<file path="src/rtl/fetch_ctrl.sv">
`default_nettype none
// ============================================================================
// Module      : fetch_ctrl
// Description : Instruction-fetch controller. Keeps one instruction-memory
//               request in flight at most and presents fetched words to
//               decode through a valid/ready output register. Branch
//               redirects that arrive while a request is in flight set a
//               kill flag, so the stale read data is dropped when it returns.
//               Optional feature macro: FETCH_ALIGN_CHECK_EN adds a sticky
//               align_err output for misaligned redirect targets.
// Revision    : 1.0 - initial release
// ============================================================================
module fetch_ctrl #(
  parameter logic [31:0] RESET_PC = 32'h0000_0000
) (
  input  logic        clk,
  input  logic        reset,
  input  logic        redirect_valid,
  input  logic [31:0] redirect_pc,
  output logic        imem_req,
  output logic [31:0] imem_addr,
  input  logic        imem_gnt,
  input  logic        imem_rvalid,
  input  logic [31:0] imem_rdata,
  output logic        if_valid,
  input  logic        if_ready,
  output logic [31:0] if_inst,
  output logic [31:0] if_pc,
  output logic [31:0] if_pc4
`ifdef FETCH_ALIGN_CHECK_EN
  ,
  output logic        align_err
`endif
);

  typedef enum logic [1:0] {
    ST_IDLE = 2'd0,
    ST_REQ  = 2'd1,
    ST_WAIT = 2'd2,
    ST_HOLD = 2'd3
  } state_t;

  state_t      r_state;
  logic [31:0] r_pc;
  logic        r_kill;
  logic        r_imem_req;
  logic        r_if_valid;
  logic [31:0] r_if_inst;
  logic [31:0] r_if_pc;
  logic [31:0] r_if_pc4;

  // Redirect targets are always word aligned; the low bits are dropped.
  logic [31:0] w_redir_pc;
  logic [31:0] w_pc_plus4;

  assign w_redir_pc = {redirect_pc[31:2], 2'b00};
  assign w_pc_plus4 = r_pc + 32'd4;

  // Fetch FSM: PC, kill flag, memory request and the decode output register.
  always_ff @(posedge clk or negedge reset) begin
    if (!reset) begin
      r_state    <= ST_IDLE;
      r_pc       <= RESET_PC;
      r_kill     <= 1'b0;
      r_imem_req <= 1'b0;
      r_if_valid <= 1'b0;
      r_if_inst  <= 32'h0;
      r_if_pc    <= 32'h0;
      r_if_pc4   <= 32'h0;
    end else begin
      case (r_state)
        ST_IDLE: begin
          if (redirect_valid) r_pc <= w_redir_pc;
          r_state    <= ST_REQ;
          r_imem_req <= 1'b1;
        end
        ST_REQ: begin
          if (redirect_valid) r_pc <= w_redir_pc;
          if (imem_gnt) begin
            // A redirect coinciding with the grant means the accepted
            // request targets the old PC, so its data must be dropped.
            r_state    <= ST_WAIT;
            r_imem_req <= 1'b0;
            r_kill     <= redirect_valid;
          end
        end
        ST_WAIT: begin
          if (redirect_valid) begin
            r_pc <= w_redir_pc;
            if (imem_rvalid) begin
              r_kill     <= 1'b0;
              r_state    <= ST_REQ;
              r_imem_req <= 1'b1;
            end else begin
              r_kill <= 1'b1;
            end
          end else if (imem_rvalid) begin
            if (r_kill) begin
              r_kill     <= 1'b0;
              r_state    <= ST_REQ;
              r_imem_req <= 1'b1;
            end else begin
              r_if_inst  <= imem_rdata;
              r_if_pc    <= r_pc;
              r_if_pc4   <= w_pc_plus4;
              r_if_valid <= 1'b1;
              r_pc       <= w_pc_plus4;
              r_state    <= ST_HOLD;
            end
          end
        end
        ST_HOLD: begin
          // Redirect wins over a same-cycle handshake: the held word is
          // thrown away rather than consumed.
          if (redirect_valid) begin
            r_pc       <= w_redir_pc;
            r_if_valid <= 1'b0;
            r_state    <= ST_REQ;
            r_imem_req <= 1'b1;
          end else if (if_ready) begin
            r_if_valid <= 1'b0;
            r_state    <= ST_REQ;
            r_imem_req <= 1'b1;
          end
        end
        default: begin
          r_state    <= ST_IDLE;
          r_imem_req <= 1'b0;
        end
      endcase
    end
  end

`ifdef FETCH_ALIGN_CHECK_EN
  logic r_align_err;

  // Sticky flag: any loaded redirect target with nonzero low bits.
  always_ff @(posedge clk or negedge reset) begin
    if (!reset) begin
      r_align_err <= 1'b0;
    end else if (redirect_valid && (redirect_pc[1:0] != 2'b00)) begin
      r_align_err <= 1'b1;
    end
  end

  assign align_err = r_align_err;
`endif

  assign imem_req  = r_imem_req;
  assign imem_addr = r_pc;
  assign if_valid  = r_if_valid;
  assign if_inst   = r_if_inst;
  assign if_pc     = r_if_pc;
  assign if_pc4    = r_if_pc4;

endmodule
`default_nettype wire

</file>
<file path="config.mk">
export PLATFORM = sky130hd
export DESIGN_NAME = fetch_ctrl
export DESIGN_NICKNAME = d
export VERILOG_FILES = /design/src/rtl/fetch_ctrl.sv
export SDC_FILE = /design/constraint.sdc
export NUM_CORES = 1
export LEC_CHECK = 0
export BUFFER_PORTS_ARGS = -buffer_cell sky130_fd_sc_hd__buf_2
export CAP_MARGIN = 20
export CORE_UTILIZATION = 50
export DETAILED_ROUTE_END_ITERATION = 6
export PLACE_DENSITY = 0.87
export SYNTH_ARGS = -nofsm -noshare
export SYNTH_HDL_FRONTEND = slang
export SYNTH_SLANG_ARGS = --single-unit
</file>
<file path="constraint.sdc">
create_clock -name clk -period 2.6 [get_ports clk]
set_input_delay 0.39 -clock clk [delete_from_list [all_inputs] [get_ports clk]]
set_output_delay 0.39 -clock clk [all_outputs]
set_load 0.005 [all_outputs]
</file>
==> After elaboration in Yosys (flattened, before gate mapping) <==
Cells that the tools add are included.
W data, S select, Z words.
{ "classes": {"addsub": 1, "n_eq_ne": 12, "muxes": 32, "bitwise_logic": 2, "reduce_logical": 10} }
{ "op_table": {"columns": ["operator", "n"], "rows": [
  ["$mux W32", 4],
  ["$pmux W32 S2", 1],
  ["$add A32 B3 Y32 const B", 1],
  ["$mux W1", 16],
  ["$mux W2", 7],
  ["$ne A3 B3 Y1 const B", 4],
  ["$reduce_and A3 Y1", 3],
  ["$ne A2 B2 Y1 const B", 4],
  ["$pmux W2 S4", 1],
  ["$reduce_and A4 Y1", 2],
  ["$reduce_and A5 Y1", 1],
  ["$eq A2 B2 Y1 const B", 2],
  ["$pmux W1 S2", 2],
  ["$pmux W1 S4", 1],
  ["$reduce_bool A2 Y1", 2],
  ["$reduce_or A3 Y1", 1],
  ["$eq A2 B1 Y1 const B", 1],
  ["$logic_not A2 Y1", 1],
  ["$ne A2 B1 Y1 const B", 1],
  ["$not A1 Y1", 2]
]} }
{ "totals": {"ff_bits": 133, "inputBits": 70, "out_inout_bits": 130, "wordCells": 65} }

==> Depth between registers and ports, before layout <==
{ "depth": {"word_depth": 5, "mapped_depth": 9, "mapped_depth_nobuf": 7} }

==> Worst setup path after synthesis <==
No wires, ideal clock.
{ "synth_timing": {"path_kind": "reg2reg", "start": "register r_pc[2] (netlist: imem_addr[2])", "end": "register r_pc[28] (netlist: imem_addr[28])", "setup_time_ns": 0.118, "t_arrival_ns": 1.742, "t_required_ns": 2.482, "slack_ns": 0.740, "stages_incl_launch_ff": 7, "n_path_buf": 0, "period_less_slack_ns": 1.860, "cell_sequence": "dfrtp_1 -> ha_1 -> nand4_1 -> nor3_2 -> and3_2 -> o21ai_0 -> a21o_1"} }
{ "synth_via": {"elab_chain_len": 5} }
{ "synth_rtl": {"columns": ["element", "line_no", "rtl"], "rows": [
  ["from (decl)", "44", "logic [31:0] r_pc;"],
  ["from (signal assigned)", "73", "if (redirect_valid) r_pc <= w_redir_pc;"],
  ["from (signal assigned)", "78", "if (redirect_valid) r_pc <= w_redir_pc;"],
  ["from (signal assigned)", "89", "r_pc <= w_redir_pc;"],
  ["$add A32 B3 Y32", "57", "assign w_pc_plus4 = r_pc + 32'd4;"],
  ["$mux W32", "98", "if (r_kill) begin"],
  ["$mux W32", "97", "end else if (imem_rvalid) begin"],
  ["$mux W32", "88", "if (redirect_valid) begin"],
  ["$pmux W32 S2", "71", "case (r_state)"]
]} }
Every way passes these cells. The select of a mux whose other input is x is not followed.
A chain may end at the register's enable or synchronous reset.

==> Worst setup path in the final report <==
{ "layout_timing": {"start": "register r_pc[3] (netlist: imem_addr[3])", "end": "register r_pc[14] (netlist: imem_addr[14])"} }
The elaborated chain is that of the path after synthesis.

==> impl_metrics.env <==
export IMPL_outcome="finished with violations"
export IMPL_violations="design-rule violations"
export IMPL_synthXorXnorAreaFrac=0.05337
export IMPL_worst_path_max_fanout=6
export IMPL_synth_most_common_cell="nand2_1"
export IMPL_io_pins=200
export IMPL_firstDrtPassIters=7
export IMPL_drcViolationCount=16
export IMPL_leakagePower_uw=0.004088
export IMPL_wirelength_um=16390
export IMPL_synth_seq_area_share=0.5234
export IMPL_tritoncts="built"
export IMPL_grt_usage=0.2732
export IMPL_grt_pass1_vias=5110
export IMPL_die_w_um=112.2
export IMPL_cts_root_buf="clkbuf_16"
export IMPL_finalSetupViolations=0
export IMPL_p_per_area_nw_per_um2=994.1
export IMPL_overflow=0
export IMPL_vias_per_cell=5.348
export IMPL_final_antenna_net_count=0
export IMPL_cts_setup_buffers=0
export IMPL_yosys_area_share_simple=0.2664
export IMPL_grt_pass1_wl_um=26700
export IMPL_drive_gt1_frac=0.2949
export IMPL_hold_path_class="input pin to register"
export IMPL_fin_crit_ps=2200
export IMPL_final_hold_viol_count=0
export IMPL_dp_hpwl_um=11320
export IMPL_ys_ff_latch=127
export IMPL_skew_ps=8.594
export IMPL_vias=5444
export IMPL_slew_viol_final=0
export IMPL_gp_congestion=0.8476
export IMPL_synth_common_cells="251 x nand2_1, 127 x dfrtp_1, 43 x o21ai_0"
export IMPL_synth_top_area_frac=0.5234
export IMPL_synth_edff_count=0
export IMPL_start_util=0.5228
export IMPL_synth_mux_area_frac=0.001855
export IMPL_hold_ws_ps=171.0
export IMPL_endpoint="imem_addr[14]"
export IMPL_yosys_warnings=0
export IMPL_slew_headroom=0.6279
export IMPL_fin_setup_tns_ps=0
export IMPL_startpoint_type="register"
export IMPL_first_iter_violations=472
export IMPL_area_growth_syn_to_layout_pct=28.50
export IMPL_post_route_period_util=0.8461
export IMPL_rsz0062_at_grt="false"
export IMPL_r2r_end="imem_addr[14]"
export IMPL_dieArea_sq_um=12590
export IMPL_dominantRegCellSynth="dfrtp_1"
export IMPL_antenna_found_initial=0
export IMPL_max_freq_ghz=0.4546
export IMPL_cts_resized=0
export IMPL_crit_arrival_ps=2490
export IMPL_cts_max_path_buffers=2
export IMPL_cts_hold_buf=1
export IMPL_synthArstFlopShare=1.000
export IMPL_clock_latency_ps=410
export IMPL_n_antenna_cell=0
export IMPL_die_h_um=112.2
export IMPL_synth_top_family_by_area="simple AND/OR/NAND/NOR gates"
export IMPL_cp_end_kind="register"
export IMPL_fp_row_count=39
export IMPL_layout_nets=937
export IMPL_cp_required_ps=2890
export IMPL_h_tree_depth=4
export IMPL_synth_compound_gate_area_share=0.09726
export IMPL_crit_path_start="imem_addr[3]"
export IMPL_cts_buffers_inserted=17
export IMPL_yosys_area_top_type="dfrtp_1"
export IMPL_synth_area_leaders="dfrtp_1 52%, nand2_1 16%, xnor2_1 3.8%"
export IMPL_maxCapViolations=0
export IMPL_netlist_area_sq_um=6072
export IMPL_setup_worst_path_class="register to register"
export IMPL_synth_area_per_cell_sq_um=8.864
export IMPL_numPortBuffers=191
export IMPL_path_clk_slew_ps=60
export IMPL_vdd_drop_max_mv=0.5611
export IMPL_tightest_slew_ps=556.8
export IMPL_clock_sinks=127
export IMPL_r2r_slack_ps=400
export IMPL_synthDistinctLibCells=49
export IMPL_syn_inst=685
export IMPL_rr_startpoint="imem_addr[3]"
export IMPL_wl_per_cell_um=16.10
export IMPL_coreArea_sq_um=11610
export IMPL_grt_max_degree=97
export IMPL_synth_fa_ha_area_frac=0.008242
export IMPL_reg2reg_depth=6
-- area by class of cell --
class | instances | area [sq um]
Multi-Input combinational cell | 502 | 2631
Tap cell | 143 | 178.9
Sequential cell | 127 | 3178
Inverter | 6 | 22.52
Timing Repair Buffer | 209 | 1137
Clock buffer | 21 | 470.5
Clock inverter | 10 | 183.9
Fill cell | 930 | 3811
-- critical path, cell delays in order (launching register included) --
cell     delay [ps]
dfrtp_1         450
ha_1            330
nand4_1         280
nor3_2          390
and3_1          240
o21ai_0          90
a221o_1         300
-- metrics by stage --
stage	total power, uW	area, sq um	setup slack [ps]	cells	util
floorplan	4083	6091	740.0	690	-
global placement	5060	7138	541.9	986	0.6146
detailed placement	5149	7138	470.9	986	0.6146
CTS	7810	7802	384.9	1018	0.6718
global route	8238	7802	245.4	1018	0.6718
finish	7756	7802	400.2	1018	0.6718
-- worst min-delay path by stage --
stage | from | to | slack (ps) | cells past startpoint
after floorplan | reset | if_inst[0] | 90 | 0
after global placement | reset | imem_req | 400 | 1
after detailed placement | reset | imem_req | 390 | 1
after CTS | imem_rdata[0] | if_inst[0] | 160 | 3
after global routing | imem_rdata[0] | if_inst[0] | 160 | 3
final | imem_rdata[4] | if_inst[4] | 170 | 3
-- report_power, final --
| part | internal [uW] | switching (uW) |
|---|---|---|
| registers | 2680 | 492 |
| clock network | 1770 | 852 |
| logic | 924 | 1040 |
-- flip-flops by register name (all words and copies together) (netlist names) --
name       flops
if_inst       32
if_pc4        30
if_pc         30
imem_addr     30
r_state        2
if_valid       1
imem_req       1
r_kill         1
-- routing by layer --
layer / up-vias / wire length (um) / part of all wire / track usage
li1: 2626 / - / - / -
met1: 2549 / 7206 / 0.44 / 0.3658
met2: 242 / 7679 / 0.47 / 0.4348
met3: 27 / 1179 / 0.072 / 0.06803
met4: 0 / 323 / 0.020 / 0.09689
met5: - / 0 / 0 / 0
-- layout by cell type, fill, tap and decap left out, types with 13 or more instances in the layout --
cell and n:
xnor2_1 26, buf_4 14, nand4_1 13, nor2_1 22
dfrtp_1 127, a21oi_1 21, clkbuf_16 17, buf_2 190
nand2_1 250, o21ai_0 43
-- cell families after synthesis --
logic type,count (synthesis)
simple gates,351
flops,127
compound gates,103
buf+inv,61
xor+xnor,37
fa+ha+maj,4
other cells,1
mux,1
Note: power is estimated with default switching activity, not from simulation.
